===== src/rtl/col_req_latch.sv =====
// Per-column event latch: each column buffers up to two events and requests
// service from a column arbiter; overflowing events are counted as drops.
module col_req_latch #(
    parameter int WIDTH     = 8,
    parameter int Y_WIDTH   = 3,
    parameter int CNT_WIDTH = 8
) (
    input  logic                 clk_i,
    input  logic                 reset_n_i,
    input  logic                 enable_i,
    input  logic [WIDTH-1:0]     event_i,
    input  logic [WIDTH-1:0]     gnt_i,
    output logic [WIDTH-1:0]     req_o,
    output logic                 evt_valid_o,
    output logic [Y_WIDTH-1:0]   evt_yadd_o,
    output logic                 drop_o,
    output logic [CNT_WIDTH-1:0] drop_cnt_o,
    output logic                 busy_o,
    output logic                 err_o
);

    localparam logic [1:0] ST_EMPTY    = 2'd0;
    localparam logic [1:0] ST_REQ      = 2'd1;
    localparam logic [1:0] ST_REQ_PEND = 2'd2;

    localparam int SUM_W = CNT_WIDTH + $clog2(WIDTH + 1) + 1;
    localparam logic [SUM_W-1:0] CNT_MAX = SUM_W'({CNT_WIDTH{1'b1}});

    logic [WIDTH-1:0][1:0]  state_reg;
    logic [WIDTH-1:0][1:0]  state_next;
    logic [WIDTH-1:0]       req_reg;
    logic [WIDTH-1:0]       req_next;
    logic [WIDTH-1:0]       consume;
    logic [WIDTH-1:0]       drop_vec;
    logic                   grant_ok;
    logic                   proto_err;
    logic                   evt_valid_reg;
    logic                   evt_valid_next;
    logic [Y_WIDTH-1:0]     evt_yadd_reg;
    logic [Y_WIDTH-1:0]     evt_yadd_next;
    logic                   drop_reg;
    logic                   drop_next;
    logic [CNT_WIDTH-1:0]   drop_cnt_reg;
    logic [CNT_WIDTH-1:0]   drop_cnt_next;
    logic [SUM_W-1:0]       drop_sum;
    logic                   busy_reg;
    logic                   busy_next;
    logic                   err_reg;
    logic                   err_next;

    // A malformed grant consumes nothing, even on columns that are requesting.
    assign grant_ok  = enable_i && $onehot(gnt_i);
    assign consume   = grant_ok ? (gnt_i & req_reg) : '0;
    assign proto_err = enable_i && (((gnt_i != '0) && !$onehot(gnt_i)) ||
                                    ((gnt_i & ~req_reg) != '0));

    generate
        for (genvar gi = 0; gi < WIDTH; gi++) begin : g_col
            always_comb begin
                state_next[gi] = state_reg[gi];
                drop_vec[gi]   = 1'b0;
                case (state_reg[gi])
                    ST_EMPTY: begin
                        if (event_i[gi]) state_next[gi] = ST_REQ;
                    end
                    ST_REQ: begin
                        if (consume[gi] && !event_i[gi]) state_next[gi] = ST_EMPTY;
                        else if (!consume[gi] && event_i[gi]) state_next[gi] = ST_REQ_PEND;
                    end
                    ST_REQ_PEND: begin
                        if (consume[gi] && !event_i[gi]) state_next[gi] = ST_REQ;
                        drop_vec[gi] = event_i[gi] && !consume[gi];
                    end
                    default: state_next[gi] = ST_EMPTY;
                endcase
            end
            assign req_next[gi] = (state_next[gi] != ST_EMPTY);
        end
    endgenerate

    always_comb begin
        evt_valid_next = (consume != '0);
        evt_yadd_next  = evt_yadd_reg;
        for (int k = 0; k < WIDTH; k++) begin
            if (consume[k]) evt_yadd_next = Y_WIDTH'(k);
        end
        drop_sum = SUM_W'(drop_cnt_reg);
        for (int k = 0; k < WIDTH; k++) begin
            drop_sum = drop_sum + SUM_W'(drop_vec[k]);
        end
        drop_cnt_next = (drop_sum > CNT_MAX) ? {CNT_WIDTH{1'b1}} : drop_sum[CNT_WIDTH-1:0];
        drop_next     = (drop_vec != '0);
        busy_next     = (req_next != '0);
        err_next      = err_reg || proto_err;
    end

    always_ff @(posedge clk_i) begin
        if (!reset_n_i) begin
            state_reg     <= '0;
            req_reg       <= '0;
            evt_valid_reg <= 1'b0;
            evt_yadd_reg  <= '0;
            drop_reg      <= 1'b0;
            drop_cnt_reg  <= '0;
            busy_reg      <= 1'b0;
            err_reg       <= 1'b0;
        end else begin
            state_reg     <= state_next;
            req_reg       <= req_next;
            evt_valid_reg <= evt_valid_next;
            evt_yadd_reg  <= evt_yadd_next;
            drop_reg      <= drop_next;
            drop_cnt_reg  <= drop_cnt_next;
            busy_reg      <= busy_next;
            err_reg       <= err_next;
        end
    end

    assign req_o       = req_reg;
    assign evt_valid_o = evt_valid_reg;
    assign evt_yadd_o  = evt_yadd_reg;
    assign drop_o      = drop_reg;
    assign drop_cnt_o  = drop_cnt_reg;
    assign busy_o      = busy_reg;
    assign err_o       = err_reg;

endmodule


===== config.mk =====
export PLATFORM = sky130hd
export DESIGN_NAME = col_req_latch
export DESIGN_NICKNAME = d
export VERILOG_FILES = /design/src/rtl/col_req_latch.sv
export SDC_FILE = /design/constraint.sdc
export NUM_CORES = 1
export LEC_CHECK = 0
export CORE_AREA = 2 2 81 68
export CTS_CLUSTER_SIZE = 8
export DETAILED_ROUTE_END_ITERATION = 10
export DIE_AREA = 0 0 83 70
export GPL_TIMING_DRIVEN = 0
export HOLD_SLACK_MARGIN = 0.1
export PLACE_DENSITY = 0.81
export SLEW_MARGIN = 20
export SYNTH_ARGS = -nofsm -noshare
export SYNTH_HDL_FRONTEND = slang
export SYNTH_SLANG_ARGS = --single-unit

===== constraint.sdc =====
create_clock -name clk_i -period 8.4 [get_ports clk_i]
set_clock_uncertainty 0.15 [all_clocks]
set_input_delay 1.26 -clock clk_i [delete_from_list [all_inputs] [get_ports clk_i]]
set_output_delay 1.26 -clock clk_i [all_outputs]
set_load 0.01 [all_outputs]

======== After elaboration in Yosys (flattened, before gate mapping) ========
Index checks and enable logic that the tools add are counted.
W data, S select, Z words.
word-level totals
  register bits after elaboration ......... 39
  latch bits .............................. 0
  bits in writable memories ............... 0
  ROM bits ................................ 0
  output and inout bits ................... 23
  memories kept ........................... 0
operators by class
  add/subtract/negate cells ............... 15
  multiply operators ...................... 0
  div/mod/pow operators ................... 0
  magnitude comparators ................... 1
  equality and inequality tests ........... 17
  shift operators ......................... 0
  muxes and demuxes ....................... 58
  bitwise gates (word level) .............. 3
  reduce and logical (&&, ||, !) cells .... 59
operator list
  operator               count
  $mux W2                32
  $pmux W2 S3            8
  $reduce_bool A8 Y1     5
  $add A13 B1 Y13        3
  $mux W3                8
  $logic_and A1 B1 Y1    19
  $logic_not A1 Y1       17
  $and A8 B8 Y8          2
  $eq A2 B1 Y1 const B   8
  $eq A2 B2 Y1 const B   8
  $logic_not A2 Y1       8
  $mux W8                2
  $reduce_bool A2 Y1     8
  $add A12 B1 Y13        1
  $gt A13 B8 Y1 const B  1
  $add A11 B1 Y12        1
  $add A10 B1 Y11        1
  $add A9 B1 Y10         1
  $add A8 B1 Y9          1
  $add A1 B1 Y2          4
  $mux W1                8
  $not A8 Y8             1
  $add A2 B2 Y3          2
  $add A3 B3 Y4          1
  2 further kinds        3

======== Logic depth before layout (Yosys ltp) ========
Gate-level depths: netlist (run 1).
  depth in word-level cells ............... 19
  gate-level depth with buffers ........... 27
  gate-level depth less buffers ........... 26

======== Worst setup path after synthesis (run 1) ========
No wires, ideal clock.
  kind .................................... input port to flip-flop
  start point ............................. input gnt_i[0]
  end point ............................... register drop_cnt_reg[6], in the netlist drop_cnt_o[6]
  setup time .............................. 0.134 ns
  arrival ................................. 7.094 ns
  slack ................................... 1.022 ns
  cell stages on the path ................. 26
  cells stage by stage .................... inv_1 fa_1 fa_1 fa_1 inv_1 ha_1 inv_1 fa_1 and3_1 buf_4 nand4_2 and3_4 fa_1 inv_1 fa_1 inv_1 fa_1 fa_1 inv_1 fa_1 nor2b_1 o21ai_0 nand2_1 and3_1 nor2_1 a211oi_1
between the ends
  cells in the longest elaborated chain, start to end .. 19
  elaborated cells between the ends (all ways) .. 41
RTL lines
  item                                 line  text
  start, declared                      12    input logic [WIDTH-1:0] gnt_i,
  $add A1 B1 Y2 (not written as such)  52    assign grant_ok = enable_i && $onehot(gnt_i);
  $add A2 B2 Y3 (not written as such)  52
  $add A3 B3 Y4 (not written as such)  52
  $eq A4 B1 Y1                         52
  $logic_and A1 B1 Y1                  52
  $mux W8 *                            53    assign consume = grant_ok ? (gnt_i & req_reg) : '0;
  $logic_not A1 Y1                     72    drop_vec[gi] = event_i[gi] && !consume[gi];
  $logic_and A1 B1 Y1                  72
  (+2 left out)                        -
  $add A9 B1 Y10                       89    drop_sum = drop_sum + SUM_W'(drop_vec[k]);
  $add A10 B1 Y11                      89
  $add A11 B1 Y12                      89
  $add A12 B1 Y13                      89
  $add A13 B1 Y13 (2 in a row)         89
  $add A13 B1 Y13 *                    89
  $gt A13 B8 Y1                        91    drop_cnt_next = (drop_sum > CNT_MAX) ? {CNT_WIDTH{1'b1}} : drop_sum[CNT_WIDTH-1:0];
  $mux W8 *                            91
  end signal, assigned                 113   drop_cnt_reg <= drop_cnt_next;
  end, declared                        43    logic [CNT_WIDTH-1:0] drop_cnt_reg;
Every way passes the cells marked *; elsewhere a longest branch is shown, timed or not.
A chain may end at the register's enable or synchronous reset.

======== Worst setup path in the final report (run 1) ========
  start point ............................. input gnt_i[0]
  end point ............................... register drop_cnt_reg[5], in the netlist drop_cnt_o[5]
The elaborated chain is that of the path after synthesis.

==> impl_metrics.yaml, run 1 <==
logic_synthesis:
  yosysWarnings: 0
  dominantRegCellSynth: "dfxtp_1"
  synth-edff-count: 0
  postSynth.asyncResetShare_pct: 0
  synth_top_area_share_pct: 32.2
  synth.avg_cell_area_um2: 8.31
  synth.distinct_cells: 45
  synth_area_leaders: "dfxtp_1 32%, fa_1 7.4%, a21oi_1 5.4%"
  syn-instance-count: 292
  netlist_area_um2: 2430
  synth_nets: 330
  yosysSeqAreaShare_pct: 32.2
  ys_ff_latch: 39
  synth_top_area_cell: "dfxtp_1"
clocking:
  clk_pin_slew_ps: 70
  cts_buffer_depth: 2
  cts_buffers: 5
  clock-sinks: 39
  root_buffer: "clkbuf_8"
  clkLatencyLatePin_ps: 290
  cts_tree: "done"
  cts_hold_buf: 0
  postCtsSetupBuffers: 0
  cts_max_level: 2
timing:
  finalCritPeriodShare_pct: 95.8
  hold_slack_ps: 334
  tightestPinTransition_ps: 519
  tns_ps: 0
  setup_violations: 0
  setup_slack_ps: 352
  fin_crit_ps: 8050
  max_freq_ghz: 0.124
  rsz0062_at_grt: "false"
  slew_viol_final: 0
  slew_headroom_pct: 65.4
  finalHoldViolations: 0
global_route:
  grt_pass1_vias: 2099
  grt_overflow: 0
  antenna_found_initial: 0
  grt_max_degree: 12
  grt_pass1_wl_um: 9940
  grt_use_total_pct: 20.8
cells_and_area:
  largest_reg_flops: 16
  diodes: 0
  fill_cells: 455
  drive_gt1_share_pct: 4.40
  area_delta_synth_final_pct: 23.6
  num-nets-final: 378
floorplan:
  io_pins: 42
  die_h_um: 70
  chipWidth_um: 83
  num_rows: 24
  initial_utilization_pct: 47.2
  dieArea_um2: 5810
  coreArea_um2: 5130
routing:
  routed_wl_um: 5860
  via_count: 2303
  vias_per_cell: 5.67
  dr.pass1.iters: 4
  antenna_left: 0
  first_iter_violations: 209
  drc: 0
  wl_per_cell_um: 14.4
pwr:
  power_uw: 546
  peakVddDrop_v: 0.0000865
  power_leakage_nw: 1.23
  power_density_nw_per_um2: 182
setup_path:
  crit_arrival_ps: 8060
  end_kind: "flip-flop"
  required_ps: 8420
  crit_path_start_kind: "input port"
  worstSetupPathType: "in -> reg"
  crit_fanout: 10
placement:
  dpl.hpwl_um: 4550
  portBuffers: 41
  gp_congestion: 0.859
  pre_cts_ws_ps: -65.6
run_status:
  run_status: "finished clean"
job:
  drv_cap: 0
min_path:
  holdCritPathClass: "reg -> reg"
==> synthesized netlist by cell type (4+ instances only) <==
cell      instances
dfxtp_1          39
inv_1            31
a21oi_1          26
nand2_1          26
nor2_1           18
o21ai_0          13
nand3_1          11
nor2b_1          11
and3_1           10
ha_1             10
fa_1              9
o32ai_1           8
o21a_1            7
o22ai_1           6
xor2_1            6
and2_1            5
xnor2_1           5
a22oi_1           4
a31oi_1           4
clkbuf_1          4
==> metrics by stage <==
step | cell area (um2) | utilization [%] | cells
after floorplan | 2430 | - | 292
after global placement | 2920 | 56.8 | 398
after detailed placement | 2920 | 56.8 | 398
after CTS | 3000 | 58.4 | 406
after global routing | 3000 | 58.4 | 406
final | 3000 | 58.4 | 406
==> what timing repair did <==
action                                 4_1_cts  5_1_grt
endpoints found under the hold margin        0        0
gates resized for setup                      0        1
setup endpoints to repair                    0        4
==> layout by cell type (no fill, tap or decap), types with 6 or more instances in the layout <==
cell / instances
nand3_1: 11
o21ai_0: 12
o22ai_1: 6
dfxtp_1: 39
clkbuf_1: 6
o21a_1: 7
clkdlybuf4s50_1: 41
and3_1: 10
nor2_1: 18
a21oi_1: 26
xor2_1: 6
inv_1: 31
nand2_1: 26
ha_1: 10
nor2b_1: 11
fa_1: 9
o32ai_1: 8
==> critical path, stage by stage <==
cell	delay, ps
clkdlybuf4s50_1	530
inv_1	110
fa_1	570
fa_1	430
fa_1	440
inv_1	60
ha_1	160
inv_1	60
fa_1	520
and3_1	170
buf_4	180
nand4_2	200
and3_4	250
fa_1	490
inv_1	50
fa_1	530
inv_1	50
fa_1	510
fa_1	460
inv_1	80
fa_1	200
nor2b_1	60
o21ai_1	210
a21oi_1	150
nand2b_1	160
mux2i_1	120
nor2_1	50
==> cell families (layout without fill, tap and decap cells) <==
family / count (synthesis) / after routing / share of synthesized area (%)
xor gates and xnor gates: 11 / 11 / 3.97
and+or+nand+nor: 106 / 106 / 24.0
adders and majority gates: 19 / 19 / 12.6
buffers and inverters: 38 / 87 / 6.34
DFF: 39 / 39 / 32.2
AOI/OAI and AO/OA: 77 / 77 / 20.1
muxes: 2 / 2 / 0.825
==> path summary, 6_finish.rpt <==
kind                                         startpoint                       end  slack [ps]  depth (start not counted)
worst min register to register  state_reg[7]$_SDFF_PN0_   state_reg[6]$_SDFF_PN0_         330                          1
worst max-delay path                           gnt_i[0]  drop_cnt_o[5]$_SDFF_PN0_         350                         27
worst max register to register      req_o[2]$_SDFF_PN0_  drop_cnt_o[5]$_SDFF_PN0_        4030                         17
worst min-delay path            state_reg[7]$_SDFF_PN0_   state_reg[6]$_SDFF_PN0_         330                          1
==> routing by layer <==
layer,wire length (um),vias to the layer above,part of all wire [%],track usage (%)
met2,2640,82,45,32.0
met4,59,0,1.0,4.92
met3,426,5,7.3,5.44
met5,0,-,0,0
met1,2730,1087,47,29.5
li1,-,1129,-,-
==> where the power goes <==
part / leakage (nW) / total, mW / switching [mW] / internal [mW]
logic: 0.868 / 0.196 / 0.104 / 0.0929
clock network: 0.0422 / 0.123 / 0.0644 / 0.0583
registers: 0.321 / 0.227 / 0.0196 / 0.207
==> area by class of cell <==
class / instances / area (um2) / share of cell area (%)
Multi-Input combinational cell: 215 / 1490 / 49.7
Sequential cell: 39 / 781 / 26.0
Timing Repair Buffer: 41 / 410 / 13.7
Inverter: 32 / 120 / 4.00
Tap cell: 65 / 81.3 / 2.71
Clock buffer: 7 / 76.3 / 2.54
Buffer: 6 / 33.8 / 1.13
Clock inverter: 1 / 5.00 / 0.167
Note: power is estimated with default switching activity, not from simulation.
==> inputs of run 2 (changes only) <==
--- a/config.mk
+++ b/config.mk
@@ -6,6 +6,7 @@
 export NUM_CORES = 1
 export LEC_CHECK = 0
 export CORE_AREA = 2 2 81 68
+export CTS_CLUSTER_DIAMETER = 120
 export CTS_CLUSTER_SIZE = 8
 export DETAILED_ROUTE_END_ITERATION = 10
 export DIE_AREA = 0 0 83 70
==> constraint.sdc (replaced) <==
create_clock -name clk_i -period 7.94 [get_ports clk_i]
set_clock_uncertainty 0.15 [all_clocks]
set_input_delay 1.588 -clock clk_i [delete_from_list [all_inputs] [get_ports clk_i]]
set_output_delay 1.588 -clock clk_i [all_outputs]
set_load 0.01 [all_outputs]
==> run 2 against run 1 <==
  * Via count up 2.5%
  * Non-clock buffer count up 7
  * First-iteration DRC count up 34%
  * Combinational power up 15%
==> impl_metrics.yaml, run 2 (synthesized netlist as in run 1, its figures left out) <==
routing:
  wl_per_cell_um: 14.8
  vias_per_cell: 5.71
  dr.pass1.iters: 5
  via_count: 2360
  routed_wl_um: 6100
  first_iter_violations: 281
  drc: 0
  antenna_left: 0
timing:
  rsz0062_at_grt: "false"
  fin_crit_ps: 7680
  max_freq_ghz: 0.130
  slew_viol_final: 0
  slew_headroom_pct: 66.2
  tightestPinTransition_ps: 506
  setup_violations: 0
  finalCritPeriodShare_pct: 96.8
  finalHoldViolations: 0
floorplan:
  die_h_um: 70
  io_pins: 42
  coreArea_um2: 5130
  dieArea_um2: 5810
  num_rows: 24
  chipWidth_um: 83
  initial_utilization_pct: 47.2
pwr:
  power_leakage_nw: 1.26
  p_sw_uw: 205
  seq_power_share_pct: 40.5
  power_density_nw_per_um2: 193
  peakVddDrop_v: 0.0000955
  clkPwrFrac_pct: 21.7
  power.internal_uw: 390
  p_comb_share_pct: 37.9
  power_uw: 595
  swShare_pct: 34.5
cells_and_area:
  num-nets-final: 385
  stdcell_area_um2: 3080
  final_cell_mix: "39 x dfxtp_1, 38 x clkdlybuf4s50_1, 29 x inv_1"
  fill_cells: 450
  largest_reg_flops: 16
  multiInputGateArea_um2: 1530
  area_delta_synth_final_pct: 27.1
  seq_area_um2: 781
  layout_commonest_cell: "dfxtp_1"
  drive_gt1_share_pct: 9.77
  diodes: 0
  stdcell_count: 413
clocking:
  clock-sinks: 39
  clk_pin_slew_ps: 70
  cts_hold_buf: 0
  root_buffer: "clkbuf_8"
  cts_buffers: 5
  cts_tree: "done"
  cts_buffer_depth: 2
  clkLatencyLatePin_ps: 290
  cts_max_level: 2
global_route:
  grt_overflow: 0
  grt_pass1_wl_um: 10400
  grt_pass1_vias: 2199
  antenna_found_initial: 0
  grt_max_degree: 12
  grt_use_total_pct: 21.9
placement:
  dpl.hpwl_um: 4550
  place_area_um2: 2920
  gp_congestion: 0.859
  portBuffers: 41
  placed_cells: 398
setup_path:
  crit_path_start_kind: "input port"
  cp.buffers_inverters: 8
  worstSetupPathType: "in -> reg"
  crit_arrival_ps: 7690
  slowest_delay_ps: 560
  cp_top_family: "adder cells"
  crit_fanout: 5
  end_kind: "flip-flop"
  critPathSlowestCell: "fa_1"
  required_ps: 7950
  path_common_cell: "fa_1"
min_path:
  holdCritPathClass: "reg -> reg"
job:
  drv_cap: 0
run_status:
  run_status: "finished clean"
[run 2: cell count changes in the layout (fill, tap and decap cells not counted), moves of 2 or more]
| cell | change |
|---|---|
| buf_4 | +6 |
| inv_2 | +2 |
| clkbuf_2 | +3 |
| fa_1 | -2 |
| fa_2 | +2 |
| clkdlybuf4s50_1 | -3 |
| inv_1 | -2 |
[run 2: layout make-up]
type,count,area share (%)
buffer,6,1.34
clock buffer,7,2.48
clock inverter,1,0.162
inverter,32,3.90
multi-input combinational,215,49.6
sequential,39,25.3
tap,65,2.64
timing repair buffer,48,14.5
[run 2: per-stage QoR]
stage | utilization [%] | setup slack, ps | hold WS [ps] | TNS [ps]
6_report | 60.0 | 257 | 333 | 0
4_1_cts | 60.1 | 50.0 | 334 | 0
5_1_grt | 60.0 | 8.65 | 370 | 0
2_1_floorplan | - | 234 | 308 | 0
3_5_place_dp | 56.8 | -854 | 323 | -5970
3_3_place_gp | 56.8 | -698 | 302 | -4810
[run 2: path summary, 6_finish.rpt]
check / startpoint / endpoint / slack, ps / cells after the start
max: gnt_i[0] / drop_cnt_o[6]$_SDFF_PN0_ / 260 / 27
max reg2reg: req_o[2]$_SDFF_PN0_ / drop_cnt_o[6]$_SDFF_PN0_ / 3740 / 17
min: state_reg[7]$_SDFF_PN0_ / state_reg[6]$_SDFF_PN0_ / 330 / 1
min reg2reg: state_reg[7]$_SDFF_PN0_ / state_reg[6]$_SDFF_PN0_ / 330 / 1
[run 2: what timing repair did]
item / 4_1_cts / 5_1_grt
gates resized for setup: 14 / 9
setup endpoints to repair: 8 / 8
setup buffers: 6 / 1
pin swaps: 4 / 2
[run 2: power groups by stage]
stage                     Sequential, mW  Combinational, mW  Clock, mW
after floorplan                    0.246              0.130          0
final                              0.241              0.225      0.129
after CTS                          0.240              0.223      0.131
after global placement             0.243              0.199          0
after detailed placement           0.244              0.204          0
after global routing               0.244              0.252      0.140
[run 2: metal layers]
metal / share of wire (%) / GRT usage [%]
met1: 46 / 30.2
met2: 46 / 34.3
met3: 6.5 / 5.08
met4: 1.4 / 6.38
met5: 0 / 0
==> inputs of run 3 (changes only) <==
==> constraint.sdc (replaced) <==
create_clock -name clk_i -period 9.8 [get_ports clk_i]
set_clock_uncertainty 0.15 [all_clocks]
set_input_delay 1.96 -clock clk_i [delete_from_list [all_inputs] [get_ports clk_i]]
set_output_delay 1.96 -clock clk_i [all_outputs]
set_load 0.01 [all_outputs]
==> run 3 against run 2 <==
  * Critical endpoint is now drop_cnt_o[5]$_SDFF_PN0_
  * Clock-buffer cell count is the same
  * Final area fell by 2.7%
  * Non-clock buffer count down 7
  * Critical path type unchanged
  * Register-to-register slack better by 1600 ps
  * First-iteration DRC count fell by 26%
  * Wire length fell by 4.0%
  * Setup slack improved by 680 ps
==> impl_metrics.yaml, run 3 (synthesized netlist as in run 1, its figures left out) <==
setup_path:
  crit_path_start_kind: "input port"
  end_kind: "flip-flop"
  slowest_delay_ps: 570
  required_ps: 9820
  crit_fanout: 10
  cp.buffers_inverters: 8
  critPathSlowestCell: "fa_1"
  path_common_cell: "fa_1"
  cp_top_family: "adder cells"
  crit_arrival_ps: 8880
  worstSetupPathType: "in -> reg"
timing:
  slew_viol_final: 0
  tightestPinTransition_ps: 519
  setup_violations: 0
  tns_ps: 0
  hold_slack_ps: 334
  fin_crit_ps: 8860
  finalHoldViolations: 0
  finalCritPeriodShare_pct: 90.4
  rsz0062_at_grt: "false"
  max_freq_ghz: 0.113
  slew_headroom_pct: 65.4
  setup_slack_ps: 941
placement:
  gp_congestion: 0.859
  place_area_um2: 2920
  dpl.hpwl_um: 4550
  pre_cts_ws_ps: 634
  placed_cells: 398
  portBuffers: 41
clocking:
  cts_max_level: 2
  cts_resized: 0
  root_buffer: "clkbuf_8"
  clk_pin_slew_ps: 70
  clkLatencyLatePin_ps: 290
  clock-sinks: 39
  cts_buffer_depth: 2
  cts_hold_buf: 0
  cts_buffers: 5
  postCtsSetupBuffers: 0
  cts_tree: "done"
floorplan:
  initial_utilization_pct: 47.2
  dieArea_um2: 5810
  chipWidth_um: 83
  coreArea_um2: 5130
  io_pins: 42
  die_h_um: 70
  num_rows: 24
routing:
  first_iter_violations: 209
  antenna_left: 0
  routed_wl_um: 5860
  drc: 0
  vias_per_cell: 5.67
  wl_per_cell_um: 14.4
  dr.pass1.iters: 4
  via_count: 2303
pwr:
  power_density_nw_per_um2: 156
  peakVddDrop_v: 0.0000742
  power_uw: 468
  power_leakage_nw: 1.23
global_route:
  grt_max_degree: 12
  grt_pass1_vias: 2099
  grt_use_total_pct: 20.8
  grt_pass1_wl_um: 9940
  antenna_found_initial: 0
  grt_overflow: 0
cells_and_area:
  fill_cells: 455
  drive_gt1_share_pct: 4.40
  area_delta_synth_final_pct: 23.6
  fin_util_pct: 58.4
  stdcell_area_um2: 3000
  seq_area_um2: 781
  stdcell_count: 406
  largest_reg_flops: 16
  num-nets-final: 378
  final_cell_mix: "41 x clkdlybuf4s50_1, 39 x dfxtp_1, 31 x inv_1"
  multiInputGateArea_um2: 1490
  layout_commonest_cell: "clkdlybuf4s50_1"
  diodes: 0
min_path:
  holdCritPathClass: "reg -> reg"
run_status:
  run_status: "finished clean"
job:
  drv_cap: 0
==> run 3: routing by layer <==
metal	wire [um]	vias to the layer above	global-route usage, %	share of wire, %
met4	59	0	4.92	1.0
met2	2640	82	32.0	45
met5	0	-	0	0
li1	-	1129	-	-
met1	2730	1087	29.5	47
met3	426	5	5.44	7.3
==> run 3: worst paths after layout <==
kind,from,endpoint,slack [ps],cells past startpoint
min reg2reg,state_reg[7]$_SDFF_PN0_,state_reg[6]$_SDFF_PN0_,330,1
max reg2reg,req_o[2]$_SDFF_PN0_,drop_cnt_o[5]$_SDFF_PN0_,5320,17
max,gnt_i[0],drop_cnt_o[5]$_SDFF_PN0_,940,27
min,state_reg[7]$_SDFF_PN0_,state_reg[6]$_SDFF_PN0_,330,1
==> run 3: report_power, final <==
part / internal (mW) / switching, mW / total (mW)
clock network: 0.0500 / 0.0552 / 0.105
logic: 0.0796 / 0.0888 / 0.168
registers: 0.178 / 0.0168 / 0.195
==> run 3: layout make-up <==
| class | count | area share, % |
|---|---|---|
| repair buffers | 41 | 13.7 |
| well taps | 65 | 2.71 |
| flip-flops and latches | 39 | 26.0 |
| multi-input cells | 215 | 49.7 |
| inverters | 32 | 4.00 |
| plain buffers | 6 | 1.13 |
| clock inverters | 1 | 0.167 |
| clock buffers | 7 | 2.54 |
